<file path="config.mk">
export PLATFORM = sky130hd
export DESIGN_NAME = scalar_logic_unit
export DESIGN_NICKNAME = d
export VERILOG_FILES = /design/src/rtl/scalar_logic_pkg.sv /design/src/rtl/scalar_logic_unit_popcount.sv /design/src/rtl/scalar_logic_unit.sv
export SDC_FILE = /design/constraint.sdc
export NUM_CORES = 1
export LEC_CHECK = 0
export CORE_AREA = 2 2 47 49
export DETAILED_ROUTE_END_ITERATION = 12
export DIE_AREA = 0 0 49 51
export GPL_TIMING_DRIVEN = 0
export HOLD_SLACK_MARGIN = 0.06
export SLEW_MARGIN = 10
export SYNTH_ARGS = -nofsm -noshare
export SYNTH_HDL_FRONTEND = slang
export SYNTH_SLANG_ARGS = --single-unit
</file>
<file path="constraint.sdc">
create_clock -name clk -period 1.6 [get_ports clk]
set_input_delay 0.24 -clock clk [delete_from_list [all_inputs] [get_ports clk]]
set_output_delay 0.24 -clock clk [all_outputs]
set_load 0.01 [all_outputs]
</file>
<file path="src/rtl/scalar_logic_pkg.sv">
// Shared definitions for the scalar/vector logic unit: operation encodings.
package scalar_logic_pkg;

   typedef enum logic [1:0] {
      OP_AND = 2'b00,
      OP_OR  = 2'b01,
      OP_XOR = 2'b10,
      OP_ACC = 2'b11
   } op_e;

endpackage

</file>
<file path="src/rtl/scalar_logic_unit_popcount.sv">
// Combinational population count of an N-bit vector.
module popcount #(
   parameter int N = 4
) (
   input  logic [N-1:0]             a,
   output logic [$clog2(N+1)-1:0]   cnt
);

   localparam int PW = $clog2(N + 1);

   always_comb begin
      cnt = '0;
      for (int i = 0; i < N; i++) begin
         cnt = cnt + PW'(a[i]);
      end
   end

endmodule

</file>
<file path="src/rtl/scalar_logic_unit.sv">
// Scalar-masked AND/OR/XOR/accumulate over an N-bit vector, with a single
// valid/ready output register and a popcount of the held result.
module scalar_logic_unit
   import scalar_logic_pkg::*;
#(
   parameter int N  = 4,
   parameter int PW = $clog2(N + 1)
) (
   input  logic          clk,
   input  logic          rst_n,
   input  logic          in_valid,
   output logic          in_ready,
   input  logic          g,
   input  logic [N-1:0]  a,
   input  logic [1:0]    op,
   input  logic          acc_clr,
   output logic          out_valid,
   input  logic          out_ready,
   output logic [N-1:0]  y,
   output logic [PW-1:0] pop
);

   function automatic logic [N-1:0] logic_op(
      input op_e          sel,
      input logic [N-1:0] av,
      input logic [N-1:0] m,
      input logic [N-1:0] accv
   );
      logic [N-1:0] r;
      r = '0;
      case (sel)
         OP_AND:  r = av & m;
         OP_OR:   r = av | m;
         OP_XOR:  r = av ^ m;
         OP_ACC:  r = accv;
         default: r = '0;
      endcase
      return r;
   endfunction

   logic [N-1:0] mask_p0;
   logic [N-1:0] acc_next_p0;
   logic [N-1:0] res_p0;
   logic         accept_p0;

   logic [N-1:0] acc_p1;
   logic [N-1:0] y_p1;
   logic         vld_p1;

   // Stage p0: combinational operand decode and result formation
   assign in_ready  = !vld_p1 || out_ready;
   assign accept_p0 = in_valid && in_ready;

   always_comb begin
      mask_p0     = {N{g}};
      acc_next_p0 = (acc_clr ? '0 : acc_p1) | (a & mask_p0);
      res_p0      = logic_op(op_e'(op), a, mask_p0, acc_next_p0);
   end

   // Stage p1: output register and accumulator; reset discards any held result
   always_ff @(posedge clk) begin
      if (!rst_n) begin
         vld_p1 <= 1'b0;
         y_p1   <= '0;
         acc_p1 <= '0;
      end else if (accept_p0) begin
         vld_p1 <= 1'b1;
         y_p1   <= res_p0;
         if (op_e'(op) == OP_ACC) begin
            acc_p1 <= acc_next_p0;
         end else if (acc_clr) begin
            acc_p1 <= '0;
         end
      end else if (out_ready) begin
         vld_p1 <= 1'b0;
      end
   end

   assign out_valid = vld_p1;
   assign y         = y_p1;

   popcount #(
      .N (N)
   ) u_popcount (
      .a   (y_p1),
      .cnt (pop)
   );

endmodule

</file>
==> key figures, run 1 <==
Status
  • Status: finished, violations left
  • Failing checks: setup timing

STA
  • Worst-Margin Slew: 0.244 ns
  • Relative slew slack: 0.836
  • RSZ-0062 raised after global routing: yes
  • Final setup violating endpoints: 3
  • Worst Clk Skew: 0.00459 ns
  • Fmax: 0.561 GHz
  • Min Clock Period, post-route: 1.78 ns
  • Final period utilization: 1.11
  • Fin. max-slew vios: 0
  • Final Worst Setup Slack: -0.183 ns
  • Setup TNS: -0.375 ns
  • Fin. Hold Viols: 0

Clock network
  • TritonCTS buffer count: 3
  • Clk slew on worst S/H paths: 0.06 ns
  • Buffer depth of the longest clock path: 2
  • H-tree levels: 1
  • TritonCTS clock tree: done
  • Clock net sink count: 9
  • Clock Latency Late Sink: 0.26 ns
  • Clock Tree Root: clkbuf_4

Finish
  • ANT cells: 0
  • Commonest non-fill, non-tap cell in the layout: clkdlybuf4s50_1
  • Layout cells sized above 1: 0.208
  • Register Area: 185 sq um
  • Most frequent cells in the layout: clkdlybuf4s50_1, o21ai_0, ha_1
  • Footprint of the multi-input gates: 455 sq um
  • Area grow syn2layout: 43.0%
  • Nets@finish: 120
  • Fillers: 218

Place
  • RD Place Congestion: 0.841
  • Post-DP HPWL: 1180 um
  • Port bufs: 18
  • Pre-CTS WS: -0.430 ns

Floorplanning
  • Boundary pin count: 21
  • Initial core utilization: 0.323
  • Core ar.: 2060 sq um
  • Row count: 17
  • Die width: 49 um
  • Die ar.: 2500 sq um
  • Die Y: 51 um

Routing
  • Post-Route WL: 1510 um
  • Drt pass-1 iters: 4
  • ANT nets after route: 0
  • Vias per cell: 5.02
  • Drt wl/cell: 12.2 um
  • Drt initial violations: 21
  • Vias: 623
  • Residual DRC: 0

Setup path
  • Crit end category: output port
  • CP Max Fanout: 2
  • Crit path launch type: flop
  • Worst EP required: 1.36 ns
  • Most used cell, CP: ha_4
  • CP Class: reg2out
  • Worst path max stage delay: 0.35 ns
  • Crit path DAT: 1.54 ns
  • Critical path origin: y[1]
  • Worst r2r src: out_valid
  • Slowest-stage cell, CP: fa_2
  • Reg-to-reg endpoint: y[3]
  • R2r setup slk: 0.59 ns
  • R2R cell count: 4
  • Worst path cell trace: ha_4 > fa_2 > ha_4 > buf_6
  • Worst setup path end: pop[1]

Power
  • Register share of total power: 0.400
  • Clk pwr share: 0.290
  • Psw: 0.178 mW
  • Static Leak: 0.391 nW
  • Net Sw Frac: 0.290
  • PwrDens: 647 nW/um^2
  • Int Pwr: 0.437 mW
  • Max VDD drop: 478 uV
  • Combinational Power Share: 0.310

Synth
  • Yosys cell types: 20
  • Sequential element share of the synthesized area: 0.271
  • Leading area contributor after synthesis: dfxtp_1
  • Top cell type's share of synthesized area: 0.271
  • Yosys Warn Count: 0
  • Adder-cell share of the synthesized area: 0.218
  • Post-synthesis mux area share: 0
  • Xor/xnor share of the synthesized area: 0
  • Net Count, Synth: 96
  • Avg Inst Size Synth: 9.12 sq um
  • Largest family of logic cells by synthesized area: compound AO/OA/AOI/OAI gates
  • Netlist Area Pre-Place: 666 sq um
  • Compound-cell area share of the yosys netlist: 0.237
  • Syn Inst Count: 73
  • Synth Area in Simple Gates: 0.188
  • Synth Register Bits: 9
  • Synth area leaders: dfxtp_1, ha_1, o21ai_0

Global routing
  • First-pass GRT wire length: 2660 um
  • Gr usage total: 0.139
  • Vias in the first global route: 617
  • Largest net degree at the start of global routing: 11
  • Total congestion overflow: 0
  • Initial antenna violation count: 0

Worst hold path
  • Worst Hold Class: in2reg

Job
  • Max-Cap Viols: 0
[critical path, delay by kind of cell (launching register included)]
kind / cells / cell delay, ns
fa+ha+maj: 3 / 0.85
flops: 1 / 0.34
buf+inv: 1 / 0.09
[synth_stat cells]
cell / n
a21boi_0: 1
a21oi_1: 4
a22oi_1: 4
a32o_1: 4
buf_2: 1
buf_6: 2
dfxtp_1: 9
fa_1: 1
ha_1: 10
inv_1: 7
inv_2: 1
nand2_2: 1
nand2_4: 1
nand2b_2: 1
nand3_1: 1
nor2b_1: 4
nor3_1: 4
nor3b_1: 4
nor3b_4: 1
o21ai_0: 12
[cells by family after synthesis]
logic type               count (synthesis)
AO/OA/AOI/OAI                           25
adder cells (fa/ha/maj)                 11
buffers and inverters                   11
flip-flops                               9
AND/OR/NAND/NOR                         17
[power groups by stage]
stage               logic, mW  registers (mW)  clock network (mW)
finish                  0.191           0.247               0.178
global route            0.213           0.248               0.195
CTS                     0.192           0.247               0.177
detailed placement      0.178           0.250                   0
global placement        0.176           0.249                   0
floorplan              0.0917           0.253                   0
[layer usage]
layer	GRT usage	wire length [um]	vias to the layer above
met5	0	0	-
met4	0.0810	14	0
met3	0.0205	73	2
met2	0.235	754	19
met1	0.167	669	293
li1	-	-	309
[worst min-delay path by stage]
| stage | startpoint | end | slack [ns] | cells after the start |
|---|---|---|---|---|
| floorplan | in_valid | out_valid | 0.46 | 2 |
| global placement | acc_p1[0] | acc_p1[0] | 0.52 | 2 |
| detailed placement | y[0] | y[0] | 0.53 | 1 |
| CTS | op[1] | y[1] | 0.47 | 5 |
| global route | op[0] | acc_p1[0] | 0.49 | 5 |
| finish | op[1] | y[1] | 0.46 | 5 |
[stage by stage]
| stage | hold WS [ns] | util | power [mW] | cell area (sq um) | cells |
|---|---|---|---|---|---|
| 2_1_floorplan | 0.456 | - | 0.344 | 666 | 73 |
| 3_3_place_gp | 0.523 | 0.427 | 0.425 | 881 | 119 |
| 3_5_place_dp | 0.526 | 0.427 | 0.428 | 881 | 119 |
| 4_1_cts | 0.468 | 0.459 | 0.616 | 947 | 124 |
| 5_1_grt | 0.486 | 0.461 | 0.656 | 952 | 124 |
| 6_report | 0.464 | 0.461 | 0.616 | 952 | 124 |
[cell type report]
class | instances | share of cell area
clock buffer | 4 | 0.0276
sequential | 9 | 0.194
buffer | 3 | 0.0289
multi-input combinational | 53 | 0.478
tap | 28 | 0.0368
timing repair buffer | 19 | 0.202
inverter | 8 | 0.0315
[state kept, by name (all words and copies together) (netlist names)]
register,count
acc_p1,4
y,4
out_valid,1
[timing repair]
item | 4_1_cts | 5_1_grt
resized for setup | 21 | 2
endpoints found under the setup margin | 4 | 7
hold buffers | 0 | 0
buffers inserted | 1 | 0
pin swaps | 1 | 0
Note: power is estimated with default switching activity, not from simulation.
==> run 2, diff against run 1 <==
--- a/config.mk
+++ b/config.mk
@@ -5,6 +5,7 @@
 export SDC_FILE = /design/constraint.sdc
 export NUM_CORES = 1
 export LEC_CHECK = 0
+export CAP_MARGIN = 20
 export CORE_AREA = 2 2 47 49
 export DETAILED_ROUTE_END_ITERATION = 12
 export DIE_AREA = 0 0 49 51
==> results of run 2 <==
Same layout as run 1: the final DEF is identical, and so are final timing and power.
